[config.mk]
export PLATFORM = sky130hd
export DESIGN_NAME = fc_layer
export DESIGN_NICKNAME = d
export VERILOG_FILES = /design/src/rtl/cnn1d_pkg.sv /design/src/rtl/fc_mac.sv /design/src/rtl/fc_layer.sv
export SDC_FILE = /design/constraint.sdc
export NUM_CORES = 1
export LEC_CHECK = 0
export ABC_AREA = 1
export CAP_MARGIN = 20
export CORE_UTILIZATION = 35
export DETAILED_ROUTE_END_ITERATION = 10
export PLACE_DENSITY = 0.53
export SYNTH_ARGS = -nofsm -noshare
export SYNTH_HDL_FRONTEND = slang
export SYNTH_SLANG_ARGS = --single-unit
[constraint.sdc]
create_clock -name clk -period 9.7 [get_ports clk]
set_input_delay 2.91 -clock clk [delete_from_list [all_inputs] [get_ports clk]]
set_output_delay 2.91 -clock clk [all_outputs]
set_load 0.1 [all_outputs]
[src/rtl/cnn1d_pkg.sv]
// Shared types, fixed-point defaults and the shift/saturate helper for the 1D-CNN datapath.
package cnn1d_pkg;

  localparam int DATA_WIDTH = 12;
  localparam int FRAC_BITS  = 9;
  // Working width of the saturation helper; wide enough for any accumulator in this datapath.
  localparam int SAT_W      = 64;

  typedef enum logic [0:0] {
    ACT_NONE = 1'b0,
    ACT_RELU = 1'b1
  } act_t;

  typedef enum logic [1:0] {
    S_IDLE = 2'b00,
    S_MAC  = 2'b01,
    S_OUT  = 2'b10
  } fc_state_t;

  // Arithmetic right shift by fb (floor toward -inf), then clamp into a signed dw-bit range.
  function automatic logic signed [SAT_W-1:0] sat_shift(
    input logic signed [SAT_W-1:0] acc,
    input int                      dw,
    input int                      fb
  );
    logic signed [SAT_W-1:0] r;
    logic signed [SAT_W-1:0] hi;
    logic signed [SAT_W-1:0] lo;
    r  = acc >>> fb;
    hi = (64'sd1 <<< (dw - 1)) - 64'sd1;
    lo = -(64'sd1 <<< (dw - 1));
    if (r > hi) begin
      sat_shift = hi;
    end else if (r < lo) begin
      sat_shift = lo;
    end else begin
      sat_shift = r;
    end
  endfunction

endpackage

[src/rtl/fc_mac.sv]
// Shared multiply-accumulate for one neuron at a time: registered accumulator, combinational
// rescaled/saturated/activated result of the running sum.
module fc_mac
  import cnn1d_pkg::act_t, cnn1d_pkg::ACT_RELU, cnn1d_pkg::SAT_W, cnn1d_pkg::sat_shift;
#(
  parameter int   NUM_INPUTS = 2,
  parameter int   DATA_WIDTH = cnn1d_pkg::DATA_WIDTH,
  parameter int   FRAC_BITS  = cnn1d_pkg::FRAC_BITS,
  parameter act_t ACTIVATION = ACT_RELU
) (
  input  logic                         clk,
  input  logic                         rst,
  input  logic                         en_i,
  input  logic                         first_i,
  input  logic signed [DATA_WIDTH-1:0] x_i,
  input  logic signed [DATA_WIDTH-1:0] w_i,
  input  logic signed [DATA_WIDTH-1:0] bias_i,
  output logic signed [DATA_WIDTH-1:0] result_o
);

  // Headroom bits let NUM_INPUTS full-scale products plus the bias sum without wrapping.
  localparam int ACC_W = 2 * DATA_WIDTH + $clog2(NUM_INPUTS + 1);

  logic signed [2*DATA_WIDTH-1:0] prod_s;
  logic signed [ACC_W-1:0]        prod_ext_s;
  logic signed [ACC_W-1:0]        bias_ext_s;
  logic signed [ACC_W-1:0]        sum_s;
  logic signed [SAT_W-1:0]        wide_s;
  logic signed [DATA_WIDTH-1:0]   sat_s;
  logic signed [ACC_W-1:0]        acc_q;
  logic signed [ACC_W-1:0]        acc_d;

  assign prod_s     = x_i * w_i;
  assign prod_ext_s = {{(ACC_W - 2*DATA_WIDTH){prod_s[2*DATA_WIDTH-1]}}, prod_s};
  // Bias is Q(FRAC_BITS); products are Q(2*FRAC_BITS), so align the bias before adding.
  assign bias_ext_s = {{(ACC_W - DATA_WIDTH){bias_i[DATA_WIDTH-1]}}, bias_i} <<< FRAC_BITS;

  // Running sum restarts from the aligned bias on the first input of each neuron.
  always_comb begin
    sum_s = '0;
    acc_d = acc_q;
    if (first_i) begin
      sum_s = bias_ext_s + prod_ext_s;
    end else begin
      sum_s = acc_q + prod_ext_s;
    end
    if (en_i) begin
      acc_d = sum_s;
    end else begin
      acc_d = acc_q;
    end
  end

  // Rescale, saturate and apply the activation to the sum including the current product.
  always_comb begin
    wide_s   = {{(SAT_W - ACC_W){sum_s[ACC_W-1]}}, sum_s};
    sat_s    = DATA_WIDTH'(sat_shift(wide_s, DATA_WIDTH, FRAC_BITS));
    result_o = sat_s;
    if ((ACTIVATION == ACT_RELU) && sat_s[DATA_WIDTH-1]) begin
      result_o = '0;
    end else begin
      result_o = sat_s;
    end
  end

  // Accumulator register with synchronous active-low reset.
  always_ff @(posedge clk) begin
    if (!rst) begin
      acc_q <= '0;
    end else begin
      acc_q <= acc_d;
    end
  end

endmodule

[src/rtl/fc_layer.sv]
// Fully-connected layer: serial neuron evaluation on one shared MAC, run-time loadable
// coefficients, valid/ready on both vector sides.
module fc_layer
  import cnn1d_pkg::act_t, cnn1d_pkg::ACT_RELU, cnn1d_pkg::fc_state_t,
         cnn1d_pkg::S_IDLE, cnn1d_pkg::S_MAC, cnn1d_pkg::S_OUT;
#(
  parameter int   NUM_INPUTS  = 2,
  parameter int   NUM_OUTPUTS = 2,
  parameter int   DATA_WIDTH  = cnn1d_pkg::DATA_WIDTH,
  parameter int   FRAC_BITS   = cnn1d_pkg::FRAC_BITS,
  parameter act_t ACTIVATION  = ACT_RELU,
  localparam int  NCOEF       = NUM_INPUTS * NUM_OUTPUTS + NUM_OUTPUTS,
  localparam int  ADDR_W      = $clog2(NCOEF)
) (
  input  logic                         clk,
  input  logic                         rst,
  output logic                         fc_ready_in,
  input  logic                         fc_valid_in,
  input  logic signed [DATA_WIDTH-1:0] fc_data_in [0:NUM_INPUTS-1],
  input  logic                         fc_ready_out,
  output logic                         fc_valid_out,
  output logic signed [DATA_WIDTH-1:0] fc_data_out [0:NUM_OUTPUTS-1],
  input  logic                         cfg_wr_en,
  input  logic [ADDR_W-1:0]            cfg_addr,
  input  logic signed [DATA_WIDTH-1:0] cfg_data,
  output logic                         cfg_ready
);

  localparam int IW = (NUM_INPUTS  > 1) ? $clog2(NUM_INPUTS)  : 1;
  localparam int JW = (NUM_OUTPUTS > 1) ? $clog2(NUM_OUTPUTS) : 1;
  localparam logic [IW-1:0]   I_LAST  = IW'(NUM_INPUTS - 1);
  localparam logic [JW-1:0]   J_LAST  = JW'(NUM_OUTPUTS - 1);
  localparam logic [ADDR_W:0] NCOEF_L = (ADDR_W + 1)'(NCOEF);

  fc_state_t                    state_q, state_d;
  logic [IW-1:0]                i_q, i_d;
  logic [JW-1:0]                j_q, j_d;
  logic                         valid_q;
  logic signed [DATA_WIDTH-1:0] x_q    [0:NUM_INPUTS-1];
  logic signed [DATA_WIDTH-1:0] coef_q [0:NCOEF-1];
  logic signed [DATA_WIDTH-1:0] dout_q [0:NUM_OUTPUTS-1];
  logic                         idle_s;
  logic                         accept_s;
  logic                         cfg_we_s;
  logic                         last_i_s;
  logic [ADDR_W-1:0]            widx_s;
  logic [ADDR_W-1:0]            bidx_s;
  logic signed [DATA_WIDTH-1:0] mac_result_s;

  assign idle_s       = (state_q == S_IDLE);
  assign accept_s     = idle_s && fc_valid_in;
  assign cfg_we_s     = idle_s && cfg_wr_en && ({1'b0, cfg_addr} < NCOEF_L);
  assign last_i_s     = (i_q == I_LAST);
  assign widx_s       = ADDR_W'(j_q) * ADDR_W'(NUM_INPUTS) + ADDR_W'(i_q);
  assign bidx_s       = ADDR_W'(NUM_INPUTS * NUM_OUTPUTS) + ADDR_W'(j_q);
  assign fc_ready_in  = idle_s;
  assign cfg_ready    = idle_s;
  assign fc_valid_out = valid_q;
  assign fc_data_out  = dout_q;

  fc_mac #(
    .NUM_INPUTS (NUM_INPUTS),
    .DATA_WIDTH (DATA_WIDTH),
    .FRAC_BITS  (FRAC_BITS),
    .ACTIVATION (ACTIVATION)
  ) u_mac (
    .clk      (clk),
    .rst      (rst),
    .en_i     (state_q == S_MAC),
    .first_i  (i_q == '0),
    .x_i      (x_q[i_q]),
    .w_i      (coef_q[widx_s]),
    .bias_i   (coef_q[bidx_s]),
    .result_o (mac_result_s)
  );

  // Next-state and loop-counter logic: i walks inputs, j walks neurons.
  always_comb begin
    state_d = state_q;
    i_d     = i_q;
    j_d     = j_q;
    case (state_q)
      S_IDLE: begin
        if (fc_valid_in) begin
          state_d = S_MAC;
          i_d     = '0;
          j_d     = '0;
        end else begin
          state_d = S_IDLE;
        end
      end
      S_MAC: begin
        if (last_i_s) begin
          i_d = '0;
          if (j_q == J_LAST) begin
            state_d = S_OUT;
            j_d     = '0;
          end else begin
            j_d = j_q + JW'(1);
          end
        end else begin
          i_d = i_q + IW'(1);
        end
      end
      S_OUT: begin
        if (fc_ready_out) begin
          state_d = S_IDLE;
        end else begin
          state_d = S_OUT;
        end
      end
      default: begin
        state_d = S_IDLE;
        i_d     = '0;
        j_d     = '0;
      end
    endcase
  end

  // State, counters and output-valid registers.
  always_ff @(posedge clk) begin
    if (!rst) begin
      state_q <= S_IDLE;
      i_q     <= '0;
      j_q     <= '0;
      valid_q <= 1'b0;
    end else begin
      state_q <= state_d;
      i_q     <= i_d;
      j_q     <= j_d;
      valid_q <= (state_d == S_OUT);
    end
  end

  // Input vector capture on the accepting handshake.
  always_ff @(posedge clk) begin
    if (!rst) begin
      for (int k = 0; k < NUM_INPUTS; k++) x_q[k] <= '0;
    end else if (accept_s) begin
      for (int k = 0; k < NUM_INPUTS; k++) x_q[k] <= fc_data_in[k];
    end
  end

  // Coefficient regfile: weights then biases, writable only while idle.
  always_ff @(posedge clk) begin
    if (!rst) begin
      for (int k = 0; k < NCOEF; k++) coef_q[k] <= '0;
    end else if (cfg_we_s) begin
      coef_q[cfg_addr] <= cfg_data;
    end
  end

  // Result registers: each neuron lands when its last product is summed.
  always_ff @(posedge clk) begin
    if (!rst) begin
      for (int k = 0; k < NUM_OUTPUTS; k++) dout_q[k] <= '0;
    end else if ((state_q == S_MAC) && last_i_s) begin
      dout_q[j_q] <= mac_result_s;
    end
  end

endmodule

==> results of run 1 <==
critical path: cells and delay by family (launching register included):
kind            cells  cell delay (ns)
compound gates      7             1.35
fa+ha+maj           7             3.24
xor+xnor            1             0.13
flops               1             0.77
buf+inv             7             0.83
simple gates       15             2.25
cells in the final DEF (no fill, tap or decap), drive strengths merged:
master	n
diode	1
nand3	116
bufinv	2
nor4	1
o211ai	13
nor3	7
inv	399
buf	20
clkdlybuf4s50	68
ha	92
nor3b	1
xnor2	12
a21oi	95
o21ai	74
xor2	23
conb	2
a21o	1
o31ai	1
a21boi	2
dfxtp	54
o21bai	4
a31oi	12
nand2	491
edfxtp	96
nand4	12
clkbuf	18
nor2	218
mux2i	1
fa	140
nand3b	2
a22oi	2
clkinvlp	3
or2	4
clkinv	8
o21a	3
layer usage:
layer | vias up | track usage [%]
li1 | 6075 | -
met1 | 5881 | 27.3
met2 | 270 | 32.3
met3 | 48 | 2.74
met4 | 0 | 6.02
met5 | - | 0
stage by stage:
| step | hold slack (ns) | instance area [um^2] | instances | worst slack, ns |
|---|---|---|---|---|
| final | 0.496 | 16700 | 2530 | 0.982 |
| after global routing | 0.511 | 16700 | 2529 | 0.0316 |
| after CTS | 0.500 | 16700 | 2527 | 0.644 |
| after detailed placement | 0.489 | 16000 | 2495 | 0.732 |
| after global placement | 0.479 | 16000 | 2494 | 0.732 |
| after floorplan | 0.469 | 14800 | 1926 | 2.24 |
Yosys cell counts, types with 12 or more instances:
master | instances | area share, %
nor2_1 | 206 | 5.2
edfxtp_1 | 96 | 20
nand2_1 | 475 | 12
clkbuf_1 | 34 | 0.86
nand4_1 | 12 | 0.51
xor2_1 | 23 | 1.4
nand2_2 | 16 | 0.68
nand3_2 | 28 | 1.9
ha_1 | 92 | 7.8
nand3_1 | 87 | 2.9
xnor2_1 | 12 | 0.71
inv_1 | 379 | 9.6
fa_1 | 140 | 19
a21oi_1 | 92 | 3.1
a31oi_1 | 12 | 0.51
inv_2 | 12 | 0.30
dfxtp_1 | 54 | 7.3
o21ai_0 | 68 | 2.3
cells by family (layout without fill, tap and decap cells):
group	Yosys count	after routing	share of synthesized area, %
and+or+nand+nor	852	852	24.8
buffers and inverters	447	518	11.7
adders and majority gates	232	232	26.8
AOI/OAI and AO/OA	207	207	7.70
DFF	150	150	26.8
xor gates and xnor gates	35	35	2.08
other	1	3	0.0254
muxes	1	1	0.0678
path summary, 6_finish.rpt:
path | from | end | slack [ns] | cells after the start
max | register | fc_data_out[17]$_SDFFE_PN0P_ | 0.98 | 37
min | u_mac.acc_q[6]$_SDFFE_PN0P_ | u_mac.acc_q[6]$_SDFFE_PN0P_ | 0.50 | 2
max reg2reg | register | fc_data_out[17]$_SDFFE_PN0P_ | 0.98 | 37
min reg2reg | u_mac.acc_q[6]$_SDFFE_PN0P_ | u_mac.acc_q[6]$_SDFFE_PN0P_ | 0.50 | 2
layout make-up:
type | count | area [um^2] | share of cell area, %
Antenna cell | 1 | 2.50 | 0.0150
Multi-Input combinational cell | 1329 | 9080 | 54.4
Inverter | 397 | 1490 | 8.93
Sequential cell | 150 | 3960 | 23.8
Timing Repair Buffer | 89 | 876 | 5.25
Clock buffer | 17 | 425 | 2.55
Tap cell | 532 | 666 | 3.99
Clock inverter | 15 | 185 | 1.11
what timing repair did:
action | CTS | global route
gates resized for setup | 0 | 1
setup endpoints to repair | 0 | 22
endpoints found under the hold margin | 0 | 0
registers in the layout, summed over array words and instances (netlist names), named ones only:
name          count
coef_q           72
i_q               1
u_mac.acc_q      26
state_q           2
x_q              24
j_q               1
fc_valid_out      1
fc_data_out      22
==> impl_metrics.tcl, run 1 <==
set metrics [dict create \
    grt_pass1_wl_um 66400 \
    drive_gt1_share_pct 6.56 \
    finalCriticalPeriod_ns 8.72 \
    async_flop_share_pct 0 \
    ctsRootBufferMaster "clkbuf_16" \
    met3WireLength_um 2040 \
    syn2layout_area_growth_pct 13.0 \
    synthCells 1925 \
    hold_viol 0 \
    top_layer "met4" \
    drv_slew 0 \
    worst_pin_slew_ns 1.00 \
    antenna_found_initial 1 \
    final_net_count 2260 \
    die_h_um 207 \
    fmax_ghz 0.115 \
    finalSetupTns_ns 0 \
    worstSetupEndpointType "register" \
    synthFlopType "edfxtp_1" \
    fp.coreArea_mm2 0.0412 \
    final_util_pct 40.5 \
    die_w_um 207 \
    path_clk_slew_ns 0.08 \
    drc 0 \
    slowest_stage "dfxtp_1" \
    dr.pass1.iters 5 \
    status "complete, no violations" \
    crit_arrival_ns 9.06 \
    first_iter_violations 1041 \
    holdBufCountCts 0 \
    drt_wl_total_um 41200 \
    synth_edf_count 96 \
    rsz0062_at_grt "no" \
    timing.critical_path.mode_cell "inv_1" \
    place_congestion 0.949 \
    clock-sinks 150 \
    path_class "reg2reg" \
    relSlewSlack_pct 33.0 \
    die_area_mm2 0.0430 \
    io-pin-count 71 \
    crit_path_max_fanout 24 \
    std_cell_rows 74 \
    overflow 0 \
    skew_ns 0.0168 \
    worst_ep_required_time_ns 10.04 \
    dpl.hpwl_um 33300 \
    grt_max_degree 48 \
    cpPeakStageDelay_ns 0.77 \
    ant_nets 0 \
    grt_usage_pct 19.8 \
    finalCritPeriodShare_pct 89.9 \
    clk_latency_ns 0.46 \
    drt-wirelength-per-cell_um 16.3 \
    setup_violations 0 \
    fillCellCount 4224 \
    ys_seq_area_share_pct 26.8 \
    io_buffers 68 \
    drv_cap 0 \
    grt_pass1_vias 12200 \
    postCtsSetupRepairBufs 0 \
    via_per_inst 4.85 \
    yosysWarnings 0 \
    cp-start-kind "register" \
    wl_met1_um 19200 \
    syn_area_mm2 0.0148 \
    ys_types 46 \
    wl_met2_um 19000 \
    hold_class "reg2reg" \
    htreeDepth 4 \
    cts_tree "done" \
    cts_buffers 17 \
    vias 12300 \
    synth.ff_latch_count 150 \
    synth_area_per_cell_um2 7.67 \
    clk_path_buf_depth 2 \
    start_util_pct 35.9 \
]
Power of run 1 is not shown: default switching activity piles up to over one toggle a cycle in this logic, so the estimate is an artifact.
==> inputs of run 2 (changes only) <==
- TNS_END_PERCENT: default -> 5
==> results of run 2 <==
The final DEF is identical to that of run 1; final timing and power are the same.
Power of run 2 is left out for the same reason.
